`src/rtl/clkdiv_pkg.sv`:
```
// Shared types and constants for the cascaded clock-enable generator.
// Build option CLKDIV_IMM_LOAD_EN adds an immediate divisor load path.
package clkdiv_pkg;

   localparam int unsigned CLKDIV_MAX_CH = 8;
   localparam int unsigned CLKDIV_DIV_W  = 24;

   typedef logic [CLKDIV_DIV_W-1:0] div_t;

   // Channel-select width: one spare bit so out-of-range indices are representable.
   function automatic int unsigned wr_ch_w(input int unsigned num_ch);
      return $clog2(num_ch) + 1;
   endfunction

endpackage

```
`src/rtl/clkdiv_stage.sv`:
```
// One divider stage: counts input enables, emits a tick and a square wave.
// Build option CLKDIV_IMM_LOAD_EN adds the wr_imm immediate-load input.
module clkdiv_stage
   import clkdiv_pkg::*;
#(
   parameter int unsigned DIV_W = CLKDIV_DIV_W
) (
   input  logic             clk,
   input  logic             rst,
   input  logic             clr,
   input  logic             in_en,
   input  logic             wr_hit,
`ifdef CLKDIV_IMM_LOAD_EN
   input  logic             wr_imm,
`endif
   input  logic [DIV_W-1:0] wr_div,
   input  logic [DIV_W-1:0] rst_div,
   output logic             tick,
   output logic             sq
);

   logic [DIV_W-1:0] cnt_q, cnt_d;
   logic [DIV_W-1:0] active_q, active_d;
   logic [DIV_W-1:0] shadow_q, shadow_d;
   logic             pend_q, pend_d;
   logic             tick_q, tick_d;
   logic             sq_q, sq_d;
   logic             div_zero_c;
   logic             term_c;
   logic             imm_c;

   assign div_zero_c = (active_q == '0);
   assign term_c     = in_en && !div_zero_c && (cnt_q == active_q - DIV_W'(1));

`ifdef CLKDIV_IMM_LOAD_EN
   assign imm_c = wr_hit && wr_imm;
`else
   assign imm_c = 1'b0;
`endif

   // Next-state: new divisors only take effect where a period boundary makes it glitch-free.
   always_comb begin
      cnt_d    = cnt_q;
      active_d = active_q;
      shadow_d = shadow_q;
      pend_d   = pend_q;
      tick_d   = 1'b0;
      sq_d     = sq_q;

      if (wr_hit) begin
         shadow_d = wr_div;
         pend_d   = 1'b1;
      end

      if (imm_c) begin
         active_d = wr_div;
         cnt_d    = '0;
         pend_d   = 1'b0;
      end else if (div_zero_c) begin
         cnt_d = '0;
         if (pend_q) begin
            active_d = shadow_q;
            if (!wr_hit) begin
               pend_d = 1'b0;
            end
         end
      end else if (clr) begin
         cnt_d = '0;
      end else if (term_c) begin
         cnt_d  = '0;
         tick_d = 1'b1;
         sq_d   = ~sq_q;
         if (wr_hit) begin
            active_d = wr_div;
            pend_d   = 1'b0;
         end else if (pend_q) begin
            active_d = shadow_q;
            pend_d   = 1'b0;
         end
      end else if (in_en) begin
         cnt_d = cnt_q + DIV_W'(1);
      end

      if (clr) begin
         cnt_d  = '0;
         tick_d = 1'b0;
         sq_d   = 1'b0;
      end
   end

   always_ff @(posedge clk) begin
      if (rst) begin
         cnt_q    <= '0;
         active_q <= rst_div;
         shadow_q <= rst_div;
         pend_q   <= 1'b0;
         tick_q   <= 1'b0;
         sq_q     <= 1'b0;
      end else begin
         cnt_q    <= cnt_d;
         active_q <= active_d;
         shadow_q <= shadow_d;
         pend_q   <= pend_d;
         tick_q   <= tick_d;
         sq_q     <= sq_d;
      end
   end

   assign tick = tick_q;
   assign sq   = sq_q;

endmodule

```
`src/rtl/clkdiv_cascade.sv`:
```
// Programmable cascade of clock-enable dividers; stage k is clocked by stage k-1 ticks.
// Build option CLKDIV_IMM_LOAD_EN adds the wr_imm port for immediate divisor loads.
module clkdiv_cascade
   import clkdiv_pkg::*;
#(
   parameter int unsigned             NUM_CH      = 3,
   parameter int unsigned             DIV_W       = CLKDIV_DIV_W,
   parameter logic [NUM_CH*DIV_W-1:0] DIV_DEFAULT = {NUM_CH{DIV_W'(1000)}}
) (
   input  logic                                    clk,
   input  logic                                    rst,
   input  logic                                    en,
   input  logic                                    clr,
   input  logic                                    wr_en,
   input  logic [clkdiv_pkg::wr_ch_w(NUM_CH)-1:0]  wr_ch,
   input  logic [DIV_W-1:0]                        wr_div,
`ifdef CLKDIV_IMM_LOAD_EN
   input  logic                                    wr_imm,
`endif
   output logic [NUM_CH-1:0]                       tick,
   output logic [NUM_CH-1:0]                       sq
);

   localparam int unsigned WCH_W = wr_ch_w(NUM_CH);

   logic [NUM_CH-1:0] in_en_c;
   logic [NUM_CH-1:0] wr_hit_c;

   for (genvar k = 0; k < NUM_CH; k++) begin : g_ch
      // Out-of-range channel indices match no stage and are dropped.
      assign wr_hit_c[k] = wr_en && (wr_ch == WCH_W'(k));

      if (k == 0) begin : g_head
         assign in_en_c[k] = en;
      end else begin : g_tail
         assign in_en_c[k] = tick[k-1];
      end

      clkdiv_stage #(
         .DIV_W (DIV_W)
      ) u_stage (
         .clk     (clk),
         .rst     (rst),
         .clr     (clr),
         .in_en   (in_en_c[k]),
         .wr_hit  (wr_hit_c[k]),
`ifdef CLKDIV_IMM_LOAD_EN
         .wr_imm  (wr_imm),
`endif
         .wr_div  (wr_div),
         .rst_div (DIV_DEFAULT[k*DIV_W +: DIV_W]),
         .tick    (tick[k]),
         .sq      (sq[k])
      );
   end

endmodule

```
`config.mk`:
```
export PLATFORM = sky130hd
export DESIGN_NAME = clkdiv_cascade
export DESIGN_NICKNAME = d
export VERILOG_FILES = /design/src/rtl/clkdiv_pkg.sv /design/src/rtl/clkdiv_stage.sv /design/src/rtl/clkdiv_cascade.sv
export SDC_FILE = /design/constraint.sdc
export NUM_CORES = 1
export LEC_CHECK = 0
export CORE_MARGIN = 2
export CORE_UTILIZATION = 43
export CTS_BUF_LIST = sky130_fd_sc_hd__clkbuf_4 sky130_fd_sc_hd__clkbuf_8 sky130_fd_sc_hd__clkbuf_16
export DETAILED_ROUTE_END_ITERATION = 10
export GPL_TIMING_DRIVEN = 0
export PLACE_DENSITY = 0.69
export SETUP_SLACK_MARGIN = 0.4
export SKIP_CTS_REPAIR_TIMING = 1
export SLEW_MARGIN = 20
export SYNTH_ARGS = -nofsm -noshare
export SYNTH_HDL_FRONTEND = slang
export SYNTH_SLANG_ARGS = --single-unit
```
`constraint.sdc`:
```
create_clock -name clk -period 7.1 [get_ports clk]
set_input_delay 2.13 -clock clk [delete_from_list [all_inputs] [get_ports clk]]
set_output_delay 2.13 -clock clk [all_outputs]
set_load 0.005 [all_outputs]
```
==> reports/qor.csv, run 1 <==
metric,value,unit
outcome,"complete, no violations",
clkSinkCount,225,
insertion_delay,570,ps
vdd_drop_max,0.166,mV
grt_max_degree,15,
crit_arrival,5080,ps
max_stage_delay,630,ps
rows,62,
synth_cell_types,90,
post-route-min-period,4670,ps
antenna_found_initial,0,
rsz0062_at_grt,no,
die_w,175,um
grt_use_met3,3.98,%
cp_top_family,simple AND/OR/NAND/NOR gates,
grt_pass1_wl,58100,um
post_dp_cell_area,13400,sq um
grt_util_met2,37.0,%
leakage,4.79,nW
layout_common_cells,"dfxtp_1, nand2_1, nor2_1",
worst_path_max_delay_cell,clkdlybuf4s50_1,
skew,26.5,ps
setup_viol_count_final,0,
synth_area_per_cell,8.01,sq um
critPathRequiredTime,7510,ps
regArea,4500,sq um
crit_chain,clkdlybuf4s50_1 > nand3_1 > or3_1 > nor4_1 > and4_1 > nand4_1 > nand4_1 > clkbuf_1 > nor2_1,
drv_slew,0,
hpwl,27100,um
grt_use_total,23.2,%
ys.flop_type,dfxtp_1,
areaGrowthSynthToFinish,13.7,%
fill_cells,2855,
hold_class,reg2reg,
wl_per_cell,17.7,um
vias_per_cell,5.74,
finish.instance_area,14300,sq um
postSynth.asyncResetShare,0,%
final_common_cell,dfxtp_1,
core_area,28700,sq um
synth-edff-count,0,
portBuffers,36,
die_h,175,um
netlist_instances,1566,
holdWs,453,ps
fmax,214,MHz
via_count,11700,
drcViolationCount,0,
initial_utilization,43.7,%
hold_violations,0,
drive_gt1_share,7.21,%
ys_seq_elements,225,
slew_headroom,37.2,%
worstMarginPinSlew,933,ps
crit_top_cell,nand4_1,
crit_buf_inv,2,
ctsHtreeMaxLevel,1,
fin_nets,1672,
cts_tree,built,
tns,0,ps
syn_area,12500,sq um
routed_wl,36000,um
n_antenna_cell,0,
cap_viol_max_count,0,
grtUsageMet1,32.5,%
drt_first_pass_iters,5,
synth.net_count,1607,
ys_warn_count,0,
drtAntennaViolNets,0,
fin_crit_sh,65.8,%
die-area,30500,sq um
clockBufferDepth,3,
busiest_layer,met2,
multi_input_area,7430,sq um
cts_inserted_buffers,27,
crit_path_max_fanout,10,
cts_root_buf,clkbuf_16,
end_kind,flop,
clkTransAtPathRegs,60,ps
crit_type,in2reg,
cp-start-kind,input port,
drtIter0Drc,1027,
grt.overflow.total,0,
ys_seq_area_share,35.9,%
place.gp.congestion,0.889,
grt_pass1_vias,11100,
pwr_density_cell,194,nW/um^2
boundaryPins,38,
tightest hold or removal path, delay by kind of cell, from the launching register on:
kind | cells | cell delay, ps
compound gates | 1 | 50
flops | 1 | 300
simple gates | 1 | 50
per-stage QoR:
stage          power, W  utilization, %  setup WS [ps]  cells
3_3_place_gp    0.00144            46.6           1840   1986
5_1_grt         0.00285            49.7           2230   2034
4_1_cts         0.00278            49.6           2510   2034
3_5_place_dp    0.00145            46.6           1960   1986
2_1_floorplan   0.00138               -           2940   1566
6_report        0.00277            49.7           2430   2034
logic make-up after synthesis:
logic type / after synthesis / share of synthesized area, %
fa+ha+maj: 9 / 0.898
xor+xnor: 157 / 11.0
flops: 225 / 35.9
mux: 16 / 1.29
compound gates: 339 / 19.0
simple gates: 676 / 27.0
buf+inv: 144 / 4.93
Yosys cell counts (15+ instances only):
master | count | area share, %
dfxtp_1 | 225 | 36
nand2_1 | 217 | 6.5
nor2_1 | 150 | 4.5
a21oi_1 | 120 | 4.8
xor2_1 | 82 | 5.7
clkbuf_1 | 80 | 2.4
xnor2_1 | 75 | 5.2
nand3_1 | 54 | 2.2
nand4_1 | 43 | 2.1
nor3_1 | 43 | 1.7
o21ai_0 | 42 | 1.7
inv_1 | 31 | 0.93
o22a_1 | 30 | 2.1
nor4_1 | 27 | 1.3
a211oi_1 | 26 | 1.6
and3_1 | 26 | 1.3
nand3b_1 | 26 | 1.6
o21a_1 | 18 | 1.1
o22ai_1 | 16 | 0.80
or3_1 | 16 | 0.80
mux2i_1 | 15 | 1.2
layout make-up:
class                   instances  area share [%]
repair buffers                 36            2.53
multi-input cells            1197            52.1
well taps                     384            3.37
inverters                      32           0.843
flip-flops and latches        225            31.6
clock buffers                  38            5.54
clock inverters                10           0.500
plain buffers                 112            3.49
where the power goes:
part           internal (W)  switching, W  leakage, nW
logic             0.0000453     0.0000967         2.54
clock network      0.000777      0.000568        0.438
registers           0.00127    0.00000593         1.82
total               0.00210      0.000670         4.79
per-layer routing:
metal  vias up  wire (um)  share of wire (%)
li1       5710          -                  -
met1      5556      16900                 47
met2       342      16000                 44
met3        60       2270                6.3
met4         0        855                2.4
met5         -          0                  0
sequential cells by signal (all words and copies together), names as in the netlist:
register	cells
g_ch.u_stage.shadow_q	72
g_ch.u_stage.pend_q	3
g_ch.u_stage.sq	3
g_ch.u_stage.active_q	72
g_ch.u_stage.cnt_q	72
g_ch.u_stage.tick	3
worst paths after layout:
kind / slack, ps / cells after the start / to / from
worst min-delay path: 450 / 2 / g_ch[0].u_stage.shadow_q[20]$_SDFFE_PP0P_ / g_ch[0].u_stage.shadow_q[20]$_SDFFE_PP0P_
worst max-delay path: 2430 / 9 / g_ch[0].u_stage.cnt_q[14]$_SDFFE_PP0P_ / en
worst max register to register: 3070 / 10 / g_ch[1].u_stage.cnt_q[17]$_SDFFE_PP0P_ / g_ch[1].u_stage.active_q[12]$_SDFFE_PP0P_
worst min register to register: 450 / 2 / g_ch[0].u_stage.shadow_q[20]$_SDFFE_PP0P_ / g_ch[0].u_stage.shadow_q[20]$_SDFFE_PP0P_
(Power assumes the default switching activity.)
==> inputs of run 2 (changes only) <==
Settings changed: PLACE_DENSITY 0.69 to 0.71.
Clock period 7.1 ns to 3.8 ns, I/O delays scaled along.
==> run 2 against run 1 <==
  * First-iteration DRC count grew 9.3%
  * Global-route usage decreased by 0.40 points
  * Clock-buffer cell count is the same
  * Sequential share of layout area down 1.0 points
  * Routed wire length up 1.1%
  * Worst hold slack got worse by 4.0 ps
  * Power grew 92%
  * Register-to-register slack worse by 2600 ps
==> reports/qor.csv, run 2 (same netlist as run 1, synthesis figures left out) <==
metric,value,unit
outcome,"complete, no violations",
cap_viol_max_count,0,
fin_crit_sh,87.5,%
slew_headroom,29.5,%
p_int,0.00407,W
cp-start-kind,flop,
fin_nets,1693,
crit_buf_inv,3,
crit_type,reg2reg,
portBuffers,36,
fmax,301,MHz
rsz0062_at_grt,yes,
power_frac_comb,5.2,%
crit_top_cell,buf_4,
grt_use_total,22.8,%
drv_slew,0,
drt_first_pass_iters,6,
r2r_cells,11,
place.gp.congestion,0.929,
wl_per_cell,17.7,um
end_kind,flop,
post-route-min-period,3330,ps
grt_pass1_vias,10600,
rows,62,
holdWs,449,ps
n_antenna_cell,0,
hpwl,26800,um
grt.overflow.total,0,
hold_class,reg2reg,
post_dp_cell_area,13400,sq um
setup_viol_count_final,0,
netSwitchingFraction,23.4,%
max_stage_delay,710,ps
routed_wl,36400,um
grt_pass1_wl,56900,um
drcViolationCount,0,
cts_tree,built,
areaGrowthSynthToFinish,17.5,%
worstMarginPinSlew,1050,ps
clkSinkCount,225,
boundaryPins,38,
cts_inserted_buffers,27,
drive_gt1_share,10.3,%
final_common_cell,dfxtp_1,
clock_power_share,49.8,%
min_from,g_ch[0].u_stage.shadow_q[13]$_SDFFE_PP0P_,
cts_root_buf,clkbuf_16,
rr_startpoint,g_ch[2].u_stage.active_q[5]$_SDFFE_PP1P_,
largest_registers,"g_ch.u_stage.active_q: 72 flops, g_ch.u_stage.cnt_q: 72 flops, g_ch.u_stage.shadow_q: 72 flops",
netSwitchingPower,0.00124,W
worst_path_max_delay_cell,or4_1,
crit_chain,clkbuf_1 > or4_1 > nor4_4 > and3_1 > o22ai_1 > a2111oi_4 > buf_4 > nand2_2 > nand4_4 > buf_4 > nor2_1,
leakage,5.01,nW
vdd_drop_max,0.324,mV
finish.instance_area,14700,sq um
die_w,175,um
min_to,g_ch[0].u_stage.shadow_q[13]$_SDFFE_PP0P_,
reg2reg_to,g_ch[2].u_stage.cnt_q[14]$_SDFFE_PP0P_,
die_h,175,um
insertion_delay,560,ps
final_util,51.3,%
core_area,28700,sq um
initial_utilization,43.7,%
ctsHtreeMaxLevel,1,
clkTransAtPathRegs,60,ps
pwr_density_cell,360,nW/um^2
vias_per_cell,5.80,
drtAntennaViolNets,0,
cp_top_family,simple AND/OR/NAND/NOR gates,
critPathRequiredTime,4250,ps
hold_violations,0,
power.total,0.00531,W
layout_common_cells,"dfxtp_1, nand2_1, nor2_1",
fill_cells,2722,
die-area,30500,sq um
grt_max_degree,15,
crit_path_max_fanout,10,
crit_arrival,3770,ps
drtIter0Drc,1123,
min_path_cells,2,
via_count,11900,
seq_power_share,45.1,%
antenna_found_initial,0,
ff2ff_setup_slack,470,ps
clockBufferDepth,3,
skew,25.3,ps
run 2: per-layer routing:
metal	wire (um)	GRT usage (%)	vias to the layer above
met4	906	5.31	0
li1	-	-	5739
met2	15900	35.2	433
met3	2810	3.63	67
met1	16800	33.3	5683
met5	0	0	-
run 2: worst reg2reg max path, cell delays in order (launching register included):
cell	delay (ps)
dfxtp_1	300
clkbuf_1	210
or4_1	720
nor4_4	400
and3_1	260
o22ai_1	130
a2111oi_4	430
buf_4	180
nand2_2	100
nand4_4	210
buf_4	210
nor2_1	80
run 2: how the worst max path moves through the flow:
stage / startpoint / endpoint / cells after the start / slack [ps]
final: g_ch[2].u_stage.active_q[5]$_SDFFE_PP1P_ / g_ch[2].u_stage.cnt_q[14]$_SDFFE_PP0P_ / 11 / 470
after global placement: wr_ch[2] / g_ch[2].u_stage.active_q[1]$_SDFFE_PP0P_ / 10 / -470
after floorplan: wr_ch[2] / g_ch[2].u_stage.active_q[14]$_SDFFE_PP0P_ / 8 / 630
after detailed placement: en / g_ch[0].u_stage.cnt_q[12]$_SDFFE_PP0P_ / 9 / -350
after global routing: g_ch[1].u_stage.active_q[11]$_SDFFE_PP0P_ / g_ch[1].u_stage.active_q[20]$_SDFFE_PP0P_ / 11 / 340
after CTS: g_ch[1].u_stage.active_q[11]$_SDFFE_PP0P_ / g_ch[1].u_stage.cnt_q[6]$_SDFFE_PP0P_ / 10 / -200
run 2: final cells by class:
cell class | instances | area, sq um | area share, %
inverter | 32 | 120 | 0.816
timing repair buffer | 57 | 520 | 3.53
tap | 384 | 480 | 3.26
clock buffer | 38 | 796 | 5.40
sequential | 225 | 4500 | 30.6
buffer | 112 | 520 | 3.53
multi-input combinational | 1197 | 7670 | 52.1
clock inverter | 10 | 119 | 0.807
run 2: metrics by stage:
| step | setup TNS [ps] | std cells | setup WS (ps) |
|---|---|---|---|
| global route | 0 | 2055 | 341 |
| CTS | -3710 | 2034 | -199 |
| floorplan | 0 | 1566 | 632 |
| detailed placement | -15150 | 1986 | -345 |
| global placement | -23360 | 1986 | -467 |
| finish | 0 | 2055 | 474 |
run 2: power groups by stage:
stage               Clock (W)  Combinational (W)  Sequential, W
floorplan                   0           0.000135        0.00244
global placement            0           0.000255        0.00244
detailed placement          0           0.000259        0.00244
CTS                   0.00267           0.000260        0.00239
global route          0.00278           0.000291        0.00239
finish                0.00264           0.000274        0.00239
